File: src/rtl/cla_pipe_adder.sv
// cla_pipe_adder: three-stage pipelined add/sub built from 8-bit carry-lookahead groups
// Stage 1 registers bit G/P, stage 2 forms per-group conditional sums, stage 3 resolves group carries.
module cla_pipe_adder #(
  parameter int WIDTH = 32
) (
  input  logic             clk,
  input  logic             rst,
  input  logic             in_valid,
  output logic             in_ready,
  input  logic [WIDTH-1:0] a,
  input  logic [WIDTH-1:0] b,
  input  logic             cin,
  input  logic             sub,
  output logic             out_valid,
  input  logic             out_ready,
  output logic [WIDTH-1:0] sum,
  output logic             cout,
  output logic             ovf
);
  localparam int GROUPS = WIDTH / 8;
  logic ld1, ld2, ld3;
  logic v1_q, v1_d, v2_q, v2_d, v3_q, v3_d;
  logic [WIDTH-1:0] g_q, g_d, p_q, p_d;
  logic c0_q, c0_d, c0b_q, c0b_d, t0_q, t0_d, t1_q, t1_d;
  logic [WIDTH-1:0] sum0_q, sum0_d, sum1_q, sum1_d, sum_q, sum_d;
  logic [GROUPS-1:0] gx_q, gx_d, px_q, px_d, gxc, pxc;
  logic [WIDTH-1:0] s0, s1, rs;
  logic [8:0] k0;
  logic [7:0] k1;
  logic [GROUPS:0] gc;
  logic cout_q, cout_d, ovf_q, ovf_d;
  always_comb begin : accept
    ld3 = !v3_q || out_ready;
    ld2 = !v2_q || ld3;
    ld1 = !v1_q || ld2;
    v1_d = ld1 ? in_valid : v1_q;
    v2_d = ld2 ? v1_q : v2_q;
    v3_d = ld3 ? v2_q : v3_q;
    g_d = ld1 ? a & (sub ? ~b : b) : g_q;
    p_d = ld1 ? a ^ (sub ? ~b : b) : p_q;
    c0_d = ld1 ? sub | cin : c0_q;
  end
  // k0/k1 are the in-group carries assuming carry-in 0 and 1; only k0 needs the group carry-out
  always_comb begin : group
    k0 = '0;
    k1 = '0;
    s0 = '0;
    s1 = '0;
    gxc = '0;
    pxc = '0;
    for (int j = 0; j < GROUPS; j++) begin
      k0[0] = 1'b0;
      k1[0] = 1'b1;
      for (int i = 0; i < 8; i++) k0[i+1] = g_q[8*j+i] | p_q[8*j+i] & k0[i];
      for (int i = 0; i < 7; i++) k1[i+1] = g_q[8*j+i] | p_q[8*j+i] & k1[i];
      s0[8*j +: 8] = p_q[8*j +: 8] ^ k0[7:0];
      s1[8*j +: 8] = p_q[8*j +: 8] ^ k1;
      gxc[j] = k0[8];
      pxc[j] = &p_q[8*j +: 8];
    end
    sum0_d = ld2 ? s0 : sum0_q;
    sum1_d = ld2 ? s1 : sum1_q;
    gx_d = ld2 ? gxc : gx_q;
    px_d = ld2 ? pxc : px_q;
    t0_d = ld2 ? k0[7] : t0_q;
    t1_d = ld2 ? k1[7] : t1_q;
    c0b_d = ld2 ? c0_q : c0b_q;
  end
  always_comb begin : resolve
    gc = '0;
    rs = '0;
    gc[0] = c0b_q;
    for (int j = 0; j < GROUPS; j++) begin
      gc[j+1] = gx_q[j] | px_q[j] & gc[j];
      rs[8*j +: 8] = gc[j] ? sum1_q[8*j +: 8] : sum0_q[8*j +: 8];
    end
    sum_d = ld3 ? rs : sum_q;
    cout_d = ld3 ? gc[GROUPS] : cout_q;
    ovf_d = ld3 ? (gc[GROUPS-1] ? t1_q : t0_q) ^ gc[GROUPS] : ovf_q;
  end
  always_ff @(posedge clk or posedge rst) begin
    if (rst) begin
      v1_q <= 1'b0;
      v2_q <= 1'b0;
      v3_q <= 1'b0;
      g_q <= '0;
      p_q <= '0;
      c0_q <= 1'b0;
      sum0_q <= '0;
      sum1_q <= '0;
      gx_q <= '0;
      px_q <= '0;
      t0_q <= 1'b0;
      t1_q <= 1'b0;
      c0b_q <= 1'b0;
      sum_q <= '0;
      cout_q <= 1'b0;
      ovf_q <= 1'b0;
    end else begin
      v1_q <= v1_d;
      v2_q <= v2_d;
      v3_q <= v3_d;
      g_q <= g_d;
      p_q <= p_d;
      c0_q <= c0_d;
      sum0_q <= sum0_d;
      sum1_q <= sum1_d;
      gx_q <= gx_d;
      px_q <= px_d;
      t0_q <= t0_d;
      t1_q <= t1_d;
      c0b_q <= c0b_d;
      sum_q <= sum_d;
      cout_q <= cout_d;
      ovf_q <= ovf_d;
    end
  end
  assign in_ready = ld1;
  assign out_valid = v3_q;
  assign sum = sum_q;
  assign cout = cout_q;
  assign ovf = ovf_q;
endmodule

File: config.mk
export PLATFORM = sky130hd
export DESIGN_NAME = cla_pipe_adder
export DESIGN_NICKNAME = d
export VERILOG_FILES = /design/src/rtl/cla_pipe_adder.sv
export SDC_FILE = /design/constraint.sdc
export NUM_CORES = 1
export LEC_CHECK = 0
export ABC_AREA = 1
export CAP_MARGIN = 30
export CORE_AREA = 3 3 137 139
export CTS_BUF_LIST = sky130_fd_sc_hd__clkbuf_4 sky130_fd_sc_hd__clkbuf_8 sky130_fd_sc_hd__clkbuf_16
export DETAILED_ROUTE_END_ITERATION = 6
export DIE_AREA = 0 0 140 142
export GPL_TIMING_DRIVEN = 0
export PLACE_DENSITY = 0.73
export SYNTH_ARGS = -nofsm -noshare
export SYNTH_HDL_FRONTEND = slang
export SYNTH_SLANG_ARGS = --single-unit
export TNS_END_PERCENT = 50
File: constraint.sdc
create_clock -name clk -period 6.9 [get_ports clk]
set_clock_uncertainty 0.1 [all_clocks]
set_input_delay 1.035 -clock clk [delete_from_list [all_inputs] [get_ports clk]]
set_output_delay 1.035 -clock clk [all_outputs]
set_load 0.01 [all_outputs]
; ---- Word-level counts from Yosys, hierarchy flattened
; Cells that the tools add are included.
[word_totals]
input_bits = 70
reg_bits = 177
[classes]
bitwise = 129
reduce_logical = 10
n_mux = 6
[ops]
columns = cell, count
row1 = $xor A8 B8 Y8, 8
row2 = $or A1 B1 Y1, 61
row3 = $and A1 B1 Y1, 56
row4 = $and A32 B32 Y32, 1
row5 = $mux W32, 1
row6 = $mux W8, 4
row7 = $not A32 Y32, 1
row8 = $reduce_and A8 Y1, 4
row9 = $xor A32 B32 Y32, 1
row10 = $logic_not A1 Y1, 3
row11 = $logic_or A1 B1 Y1, 3
row12 = $mux W1, 1
row13 = $xor A1 B1 Y1, 1

; ---- Longest topological paths before layout
; Gate-level depths: netlist of run 1.
[depth]
word_depth = 14
depth_mapped = 16

; ---- Worst setup path before layout of run 1
; Ideal clock, no wire load.
[synth_timing]
path_type = reg2reg
from = reg p_q[25]
to = reg gx_q[3]
path_slack_ns = 3.321
path_buffers = 0
period_less_slack_ns = 3.579
t_arrival_ns = 3.348
path_stages_with_launch = 16
required_time_ns = 6.668
cell_sequence = dfrtp_1 -> ha_1 -> or2_2 -> ha_1 -> or2_2 -> ha_1 -> or2_2 -> ha_1 -> or2_2 -> ha_1 -> or2_2 -> ha_1 -> or2_2 -> ha_1 -> o21ai_0 -> o21ai_0
[synth_between]
elab_chain_cells = 14
[synth_rtl]
columns = item, line_no
row1 = from (decl), 23  ; logic [WIDTH-1:0] g_q, g_d, p_q, p_d;
row2 = from (signal assigned), 104  ; p_q <= p_d;
row3 = $and A1 B1 Y1, 54  ; for (int i = 0; i < 8; i++) k0[i+1] = g_q[8*j+i] | p_q[8*j+i] & k0[i];
row4 = $or A1 B1 Y1, 54
row5 = $and A1 B1 Y1, 54
row6 = $or A1 B1 Y1, 54
row7 = $and A1 B1 Y1, 54
row8 = $or A1 B1 Y1, 54
row9 = $and A1 B1 Y1, 54
row10 = $or A1 B1 Y1, 54
row11 = $and A1 B1 Y1, 54
row12 = $or A1 B1 Y1, 54
row13 = $and A1 B1 Y1, 54
row14 = $or A1 B1 Y1, 54
row15 = net k0[7], 28  ; logic [8:0] k0;
row16 = $and A1 B1 Y1, 54
row17 = $or A1 B1 Y1, 54
row18 = to (signal assigned), 108  ; gx_q <= gx_d;
row19 = to (decl), 26  ; logic [GROUPS-1:0] gx_q, gx_d, px_q, px_d, gxc, pxc;
; The timed path passes the listed nets, and every way through them passes these cells.
; A chain may end at the register's enable or synchronous reset.

; ---- Final worst setup path of run 1
[layout_timing]
from = in out_ready
to = out in_ready
[layout_between]
elab_chain_cells = 3
[layout_rtl]
columns = item, line_no
row1 = from (decl), 15  ; input logic out_ready,
row2 = $logic_or A1 B1 Y1, 33  ; ld3 = !v3_q || out_ready;
row3 = $logic_or A1 B1 Y1, 34  ; ld2 = !v2_q || ld3;
row4 = $logic_or A1 B1 Y1, 35  ; ld1 = !v1_q || ld2;
row5 = to (decl), 9  ; output logic in_ready,
; No other way between the ends.

==> results of run 1 <==
flip-flops by register name (all words and copies together) (netlist names):
signal	count
c0_q	1
c0b_q	1
cout	1
g_q	32
gx_q	4
out_valid	1
ovf	1
p_q	32
px_q	4
sum	32
sum0_q	32
sum1_q	32
t0_q	1
t1_q	1
v1_q	1
v2_q	1
critical path: stages:
cell	delay (ns)
clkdlybuf4s50_1	0.50
nor2_4	0.06
inv_2	0.11
nor2_4	0.06
nand2_4	0.11
clkbuf_1	0.52
clkdlybuf4s50_1	0.66
layout by cell type (no fill, tap or decap), types with 2 or more instances in the layout:
master / Yosys / routed
nand2_1: 264 / 264
dfrtp_1: 177 / 177
clkdlybuf4s50_1: 0 / 104
ha_1: 84 / 84
mux2_1: 52 / 52
or2_2: 45 / 45
nor2_1: 38 / 38
xor2_1: 36 / 36
o21ai_0: 29 / 29
inv_1: 25 / 24
a31oi_1: 24 / 24
a21oi_1: 17 / 17
clkbuf_16: 0 / 17
clkbuf_1: 16 / 16
buf_2: 12 / 12
buf_6: 7 / 7
nand4_1: 7 / 7
nand2_4: 6 / 6
o21a_1: 4 / 4
bufinv_16: 0 / 4
o31ai_1: 3 / 3
nand3_1: 3 / 3
clkinv_2: 0 / 3
clkbuf_4: 0 / 3
nor2_4: 2 / 2
inv_2: 2 / 2
clkinv_4: 0 / 2
per-stage QoR:
step,utilization [%],std cells,cell area [µm²],total power (µW),TNS [ns]
floorplan,-,858,8720,2060,0
global placement,56.5,1191,10000,2450,-245.16
detailed placement,56.7,1192,10100,2480,0
CTS,60.2,1223,10700,3510,0
global route,60.2,1223,10700,3710,0
finish,60.2,1223,10700,3490,0
final cells by class:
type	count	area, µm²
buffer	36	203
clock buffer	21	462
clock inverter	10	160
fill	1491	7070
inverter	28	113
multi-input combinational	617	3980
sequential	177	4430
tap	229	287
timing repair buffer	105	1070
path summary, 6_finish.rpt:
path                                                to  slack, ns  cells after the start
worst min-delay path             out_valid$_DFFE_PP0P_       0.38                      2
worst max register to register     gx_q[1]$_DFFE_PP0P_       2.97                     15
worst min register to register   out_valid$_DFFE_PP0P_       0.38                      2
worst max-delay path                          in_ready       2.69                      7
min in group asynchronous          p_q[29]$_DFFE_PP0P_       0.98                      2
max in group asynchronous       sum0_q[11]$_DFFE_PP0P_       4.87                      3
synthesized netlist by cell type (12+ instances only):
cell type / instances / area share [%]
o21ai_0: 29 / 1.7
dfrtp_1: 177 / 51
nor2_1: 38 / 1.6
clkbuf_1: 16 / 0.69
inv_1: 25 / 1.1
nand2_1: 264 / 11
mux2_1: 52 / 6.7
xor2_1: 36 / 3.6
a21oi_1: 17 / 0.98
a31oi_1: 24 / 1.7
or2_2: 45 / 3.2
ha_1: 84 / 12
buf_2: 12 / 0.69
where the power goes:
| part | internal, µW | leakage [µW] | switching (µW) | total [µW] |
|---|---|---|---|---|
| Clock | 625 | 0.000307 | 397 | 1020 |
| Combinational | 464 | 0.00286 | 484 | 948 |
| Sequential | 1330 | 0.00213 | 197 | 1520 |
metal layers:
layer  wire length, µm  global-route usage [%]  vias to the layer above
met5                 0                       0                        -
met4               367                    7.09                        0
met3               931                    4.20                       24
met2             10200                    35.9                      156
met1              8890                    27.7                     3072
li1                  -                       -                     3062
logic make-up (layout without fill, tap and decap cells):
logic type / after synthesis / in the layout / share of synthesized area [%]
multiplexers: 52 / 52 / 6.71
adder cells (fa/ha/maj): 84 / 84 / 12.1
XOR/XNOR: 36 / 36 / 3.62
buffers and inverters: 64 / 200 / 3.53
flip-flops: 177 / 177 / 50.8
AND/OR/NAND/NOR: 367 / 367 / 18.2
AO/OA/AOI/OAI: 78 / 78 / 5.06
==> metrics.cfg, run 1 <==
[final_layout]
area_delta_synth_final_pct = 22.8
diodes = 0
fin_nets = 1136
drive_above_1_share_pct = 11.0

[yosys]
syn_nets = 1012
yosysWarnings = 0
syn_area_per_cell_um2 = 10.2
synth-seq-cells = 177
ys_async_sr_fraction_pct = 100
synth_flop_cell = dfrtp_1
synthCells = 858
yosysSeqAreaShare_pct = 50.8
synth_cell_types = 26
synth_edf_count = 0
synth.cell_area_um2 = 8720

[worst_setup_path]
crit_fanout = 10
required_ns = 5.76
endpoint_kind = primary output
crit_type = in2out
arrival_ns = 3.08
crit_start = out_ready
r2r_start = p_q[9]$_DFFE_PP0P_
cp-start-kind = input pin

[timing]
fin_crit_sh_pct = 61.1
max_freq_mhz = 237
whs_ns = 0.379
setup_viol = 0
fin_crit_ns = 4.21
hold_viol_final = 0
rsz0062_at_grt = false
worst_pin_slew_ns = 0.652
relSlewSlack_pct = 56.5
final_max_slew_viol_count = 0
fin_ws_ns = 2.69

[die]
io_pins = 106
die_area_um2 = 19900
core_um2 = 17800
fp.dieW_um = 140
start_util_pct = 49.0
die_h_um = 142
rows = 49

[clock_network]
postCtsResizedCells = 0
htreeDepth = 4
clock-root-buffer = clkbuf_16
cts_tree = built
cts.sinks = 177
path_clk_slew_ns = 0.06
clk_latency_ns = 0.43
cts_max_path_buffers = 2
post_cts_buffers = 0
cts_buffers = 17
holdBufCountCts = 0

[routing]
ant_nets = 0
dr.pass1.iters = 5
first_iter_violations = 389
viasPerCell = 5.16
wl_per_cell_um = 16.7
routed_wl_um = 20400
drc = 0
vias = 6314

[global_route]
grt_usage_pct = 21.2
grt_pass1_wl_um = 33000
grt_pass1_vias = 6378
grt_max_degree = 99
grt-ovfl-total = 0
antenna_found_initial = 0

[status]
status = completed

[hold_path]
min_path_type = reg2reg
hp-start = v2_q$_DFFE_PP0P_

[power]
leakage_uw = 0.00530
power.density_nw_per_um2 = 326
peakVddDrop_uv = 213

[place]
place.gp.congestion = 0.837
port_buffers = 104
dpl_worst_slack_ns = 2.71
hpwl_um = 14300

[run]
max_cap_violations = 0

(Power assumes the default switching activity.)
==> run 2: changes to the inputs <==
--- a/config.mk
+++ b/config.mk
@@ -12,7 +12,7 @@
 export DETAILED_ROUTE_END_ITERATION = 6
 export DIE_AREA = 0 0 140 142
 export GPL_TIMING_DRIVEN = 0
-export PLACE_DENSITY = 0.73
+export PLACE_DENSITY = 0.76
 export SYNTH_ARGS = -nofsm -noshare
 export SYNTH_HDL_FRONTEND = slang
 export SYNTH_SLANG_ARGS = --single-unit
==> constraint.sdc (replaced) <==
create_clock -name clk -period 3.7 [get_ports clk]
set_clock_uncertainty 0.1 [all_clocks]
set_input_delay 0.555 -clock clk [delete_from_list [all_inputs] [get_ports clk]]
set_output_delay 0.555 -clock clk [all_outputs]
set_load 0.01 [all_outputs]
==> metrics.cfg, run 2 (synthesized netlist as in run 1, its figures left out) <==
[status]
status = completed

[die]
rows = 49  ; unchanged
io_pins = 106  ; unchanged
start_util_pct = 49.0  ; unchanged
die_area_um2 = 19900  ; unchanged
core_um2 = 17800  ; unchanged
die_h_um = 142  ; unchanged
fp.dieW_um = 140  ; unchanged

[clock_network]
clock-root-buffer = clkbuf_16
htreeDepth = 4  ; unchanged
clk_latency_ns = 0.43  ; about the same
cts_tree = built
cts_buffers = 17  ; unchanged
cts_max_path_buffers = 2  ; unchanged
cts.sinks = 177  ; unchanged
path_clk_slew_ns = 0.07  ; about the same

[worst_setup_path]
cp_slowest_cell = dfrtp_1
crit_chain = ha_1, or2_2, ha_1, or2_2, ha_2, or2_4, ha_1, or2_2, ha_1, or2_2, ha_1, or2_4, ha_4, o21ai_1, o21ai_1
cpPeakStageDelay_ns = 0.40  ; -0.26 ns
endpoint_kind = flip-flop
crit_type = reg2reg
cp_num_buf_inv = 0  ; -4
cp_common_cell = ha_1
reg2reg_slack_ns = 0.07  ; -2.90 ns
required_ns = 3.90  ; -1.86 ns
cpLargestDelayFamily = simple AND/OR/NAND/NOR gates
cp-start-kind = flip-flop
arrival_ns = 3.82  ; +0.74 ns
crit_fanout = 2  ; -8

[timing]
hold_viol_final = 0  ; unchanged
fin_crit_sh_pct = 98.0
max_freq_mhz = 276
final_max_slew_viol_count = 0  ; unchanged
tns_ns = 0  ; unchanged
rsz0062_at_grt = true
whs_ns = 0.380  ; +0.000620 ns
worst_pin_slew_ns = 0.672  ; +0.0196 ns
setup_viol = 0  ; unchanged
relSlewSlack_pct = 55.2  ; -1.3 points
fin_crit_ns = 3.63

[hold_path]
min_path_type = reg2reg

[global_route]
grt_max_degree = 42  ; -58%
antenna_found_initial = 0  ; unchanged
grt-ovfl-total = 0  ; unchanged
grt_usage_pct = 21.7  ; +0.47 points
grt_pass1_vias = 6538  ; +2.5%
grt_pass1_wl_um = 33600  ; +1.8%

[place]
port_buffers = 104  ; unchanged
place.gp.congestion = 0.843  ; +0.76%
hpwl_um = 14700  ; +3.1%

[routing]
vias = 6439  ; +2.0%
viasPerCell = 5.23  ; +1.2%
dr.pass1.iters = 5  ; unchanged
wl_per_cell_um = 17.0  ; +2.3%
drc = 0  ; unchanged
ant_nets = 0  ; unchanged
first_iter_violations = 504  ; +30%
routed_wl_um = 21000  ; +3.0%

[run]
max_cap_violations = 0  ; unchanged

[final_layout]
fin_nets = 1144  ; +0.70%
diodes = 0  ; unchanged
area_delta_synth_final_pct = 24.7
drive_above_1_share_pct = 13.9  ; +2.9 points
most-common-layout-cells = 264 x nand2_1, 177 x dfrtp_1, 104 x clkdlybuf4s50_1, 68 x ha_1, 52 x mux2_1
final_common_cell = nand2_1
final_util_pct = 61.2  ; +0.97 points
fill_cells = 1442  ; -3.3%

[power]
fin_total_pwr_uw = 6510  ; +86%
leakage_uw = 0.00532  ; +0.36%
power.density_nw_per_um2 = 599  ; +83%
peakVddDrop_uv = 377  ; +77%

[run 2: cell type report]
class	count	area [µm²]	area share [%]
clock inverter	9	106	0.978
tap	229	287	2.63
clock buffer	23	489	4.50
timing repair buffer	113	1170	10.8
multi-input combinational	617	4080	37.5
inverter	28	109	1.00
sequential	177	4430	40.7
buffer	36	203	1.86
[run 2: metal layers]
metal | global-route usage [%] | vias to the layer above | wire (µm)
met1 | 28.0 | 3155 | 8920
li1 | - | 3073 | -
met2 | 36.7 | 181 | 10500
met3 | 4.47 | 30 | 1190
met5 | 0 | - | 0
met4 | 7.50 | 0 | 369
[run 2: path summary, 6_finish.rpt]
| path | from | endpoint | cells past startpoint |
|---|---|---|---|
| worst max-delay path | g_q[24]$_DFFE_PP0P_ | gx_q[3]$_DFFE_PP0P_ | 15 |
| worst min-delay path | sum0_q[6]$_DFFE_PP0P_ | sum0_q[6]$_DFFE_PP0P_ | 2 |
| worst max register to register | g_q[24]$_DFFE_PP0P_ | gx_q[3]$_DFFE_PP0P_ | 15 |
| worst min register to register | sum0_q[6]$_DFFE_PP0P_ | sum0_q[6]$_DFFE_PP0P_ | 2 |
| max in group asynchronous | rst | sum[15]$_DFFE_PP0P_ | 5 |
| min in group asynchronous | rst | sum[30]$_DFFE_PP0P_ | 3 |
[run 2: repair_timing]
action | in CTS | in global routing
hold buffers | 0 | 0
buffers inserted | 4 | 0
cloned | 0 | 0
resized for setup | 18 | 22
endpoints found under the setup margin | 8 | 11
pin swaps | 4 | 6
[run 2: through the flow]
stage | setup slack, ns | instances | instance area, µm²
global placement | -0.658 | 1191 | 10100
detailed placement | -0.163 | 1195 | 10100
floorplan | 0.121 | 858 | 8720
global route | -0.0245 | 1232 | 10900
CTS | 0.00106 | 1231 | 10800
finish | 0.0744 | 1232 | 10900
[run 2: worst register-to-register path, delay by kind of cell, from the launching register on]
family	cells	cell delay (ns)
and+or+nand+nor	6	1.57
adders and majority gates	7	1.21
DFF	1	0.40
AOI/OAI and AO/OA	2	0.21
[run 2: power by group]
group / internal, µW / switching [µW] / leakage, µW
Sequential: 2470 / 378 / 0.00213
Combinational: 911 / 930 / 0.00289
Clock: 1070 / 749 / 0.000301
==> run 3: changes to the inputs <==
--- a/config.mk
+++ b/config.mk
@@ -11,7 +11,9 @@
 export CTS_BUF_LIST = sky130_fd_sc_hd__clkbuf_4 sky130_fd_sc_hd__clkbuf_8 sky130_fd_sc_hd__clkbuf_16
 export DETAILED_ROUTE_END_ITERATION = 6
 export DIE_AREA = 0 0 140 142
+export GPL_ROUTABILITY_DRIVEN = 0
 export GPL_TIMING_DRIVEN = 0
+export MAX_ROUTING_LAYER = met4
 export PLACE_DENSITY = 0.76
 export SYNTH_ARGS = -nofsm -noshare
 export SYNTH_HDL_FRONTEND = slang
==> metrics.cfg, run 3 (synthesized netlist as in run 1, its figures left out) <==
[die]
die_h_um = 142  ; unchanged
fp.dieW_um = 140  ; unchanged
start_util_pct = 49.0  ; unchanged
io_pins = 106  ; unchanged
core_um2 = 17800  ; unchanged
rows = 49  ; unchanged
die_area_um2 = 19900  ; unchanged

[clock_network]
path_clk_slew_ns = 0.07  ; about the same
htreeDepth = 4  ; unchanged
cts_max_path_buffers = 2  ; unchanged
cts.sinks = 177  ; unchanged
holdBufCountCts = 0  ; unchanged
cts_tree = built
cts_buffers = 17  ; unchanged
clk_latency_ns = 0.44  ; about the same
clock-root-buffer = clkbuf_16

[timing]
fin_crit_ns = 3.61  ; -0.0138 ns
tns_ns = 0  ; unchanged
hold_viol_final = 0  ; unchanged
final_max_slew_viol_count = 0  ; unchanged
max_freq_mhz = 277  ; +0.38%
relSlewSlack_pct = 53.8  ; -1.4 points
worst_pin_slew_ns = 0.693  ; +0.0213 ns
fin_crit_sh_pct = 97.6  ; -0.37 points
rsz0062_at_grt = true
setup_viol = 0  ; unchanged
fin_ws_ns = 0.0883  ; +0.0138 ns

[worst_setup_path]
endpoint_kind = flip-flop
cp_common_cell = ha_1
crit_type = reg2reg
cpPeakStageDelay_ns = 0.40  ; about the same
r2r_cells = 15  ; unchanged
cp_slowest_cell = dfrtp_1
r2r_start = g_q[24]$_DFFE_PP0P_
reg2reg_slack_ns = 0.09  ; about the same
r2r-end = gx_q[3]$_DFFE_PP0P_
arrival_ns = 3.81  ; about the same
crit_chain = ha_1, or2_2, ha_1, or2_2, ha_2, or2_4, ha_1, or2_2, ha_1, or2_2, ha_1, or2_4, ha_4, o21ai_1, o21ai_1
crit_fanout = 2  ; unchanged
cp-start-kind = flip-flop
required_ns = 3.90  ; about the same

[place]
dpl_worst_slack_ns = -0.163  ; unchanged
hpwl_um = 14700  ; unchanged
port_buffers = 104  ; unchanged

[status]
status = completed

[global_route]
grt-ovfl-total = 0  ; unchanged
grt_usage_pct = 22.4  ; +0.66 points
grt_max_degree = 42  ; unchanged
antenna_found_initial = 0  ; unchanged
grt_pass1_wl_um = 33600  ; about the same
grt_pass1_vias = 6538  ; unchanged

[final_layout]
fin_nets = 1144  ; unchanged
most-common-layout-cells = 264 x nand2_1, 177 x dfrtp_1, 104 x clkdlybuf4s50_1, 68 x ha_1, 52 x mux2_1
diodes = 0  ; unchanged
area_delta_synth_final_pct = 24.7  ; unchanged
drive_above_1_share_pct = 13.9  ; unchanged
final_common_cell = nand2_1

[routing]
drc = 0  ; unchanged
dr.pass1.iters = 5  ; unchanged
viasPerCell = 5.24  ; +0.30%
wl_per_cell_um = 17.1  ; +0.43%
first_iter_violations = 478  ; -5.2%
routed_wl_um = 21100  ; +0.43%
ant_nets = 0  ; unchanged
vias = 6458  ; +0.30%

[power]
leakage_uw = 0.00532  ; unchanged
power.density_nw_per_um2 = 600  ; +0.15%
peakVddDrop_uv = 382  ; +1.5%

[hold_path]
holdPathStages = 2  ; unchanged
min_path_type = reg2reg
whs_endpoint = sum1_q[28]$_DFFE_PP0P_
hp-start = sum1_q[28]$_DFFE_PP0P_

[run]
max_cap_violations = 0  ; unchanged

[run 3: per-layer routing]
metal  GRT usage (%)  routed length (µm)  vias to the layer above
met2            36.8               10600                      184
met4            7.50                 349                        0
met5               -                   0                        -
met1            28.1                9050                     3170
met3            4.27                1080                       29
li1                -                   -                     3075
[run 3: worst max-delay path by stage]
stage / endpoint / slack (ns) / start / depth (start not counted)
final: gx_q[3]$_DFFE_PP0P_ / 0.09 / g_q[24]$_DFFE_PP0P_ / 15
after global routing: sum1_q[31]$_DFFE_PP0P_ / -0.02 / g_q[24]$_DFFE_PP0P_ / 16
after CTS: gx_q[3]$_DFFE_PP0P_ / 0.001 / g_q[24]$_DFFE_PP0P_ / 15
after detailed placement: gx_q[1]$_DFFE_PP0P_ / -0.16 / p_q[9]$_DFFE_PP0P_ / 15
after global placement: sum0_q[12]$_DFFE_PP0P_ / -0.66 / rst / 2
after floorplan: gx_q[3]$_DFFE_PP0P_ / 0.12 / p_q[25]$_DFFE_PP0P_ / 15
[run 3: layout make-up]
type | instances | area [µm²]
Buffer | 36 | 203
Clock buffer | 23 | 489
Clock inverter | 9 | 106
Fill cell | 1442 | 6900
Inverter | 28 | 109
Multi-Input combinational cell | 617 | 4080
Sequential cell | 177 | 4430
Tap cell | 229 | 287
Timing Repair Buffer | 113 | 1170
[run 3: timing repair]
item / CTS / global route
gates resized for setup: 18 / 22
pin swaps: 4 / 6
setup buffers: 4 / 0
endpoints found under the setup margin: 8 / 11
[run 3: stage by stage]
step | cells | total power, µW | util [%] | hold WS [ns] | instance area [µm²]
2_1_floorplan | 858 | 3840 | - | 0.349 | 8720
3_3_place_gp | 1191 | 4550 | 56.5 | 0.363 | 10100
3_5_place_dp | 1195 | 4630 | 57.0 | 0.365 | 10100
4_1_cts | 1231 | 6500 | 60.7 | 0.383 | 10800
5_1_grt | 1232 | 6900 | 61.2 | 0.391 | 10900
6_report | 1232 | 6520 | 61.2 | 0.379 | 10900
[run 3: report_power, final]
part / internal [µW] / switching, µW / total [µW]
logic: 912 / 932 / 1840
clock network: 1070 / 755 / 1820
registers: 2470 / 379 / 2850
[run 3: critical path: cells and delay by family, from the launching register on]
family	cells	cell delay [ns]
and+or+nand+nor	6	1.56
adders and majority gates	7	1.21
DFF	1	0.40
AOI/OAI and AO/OA	2	0.20
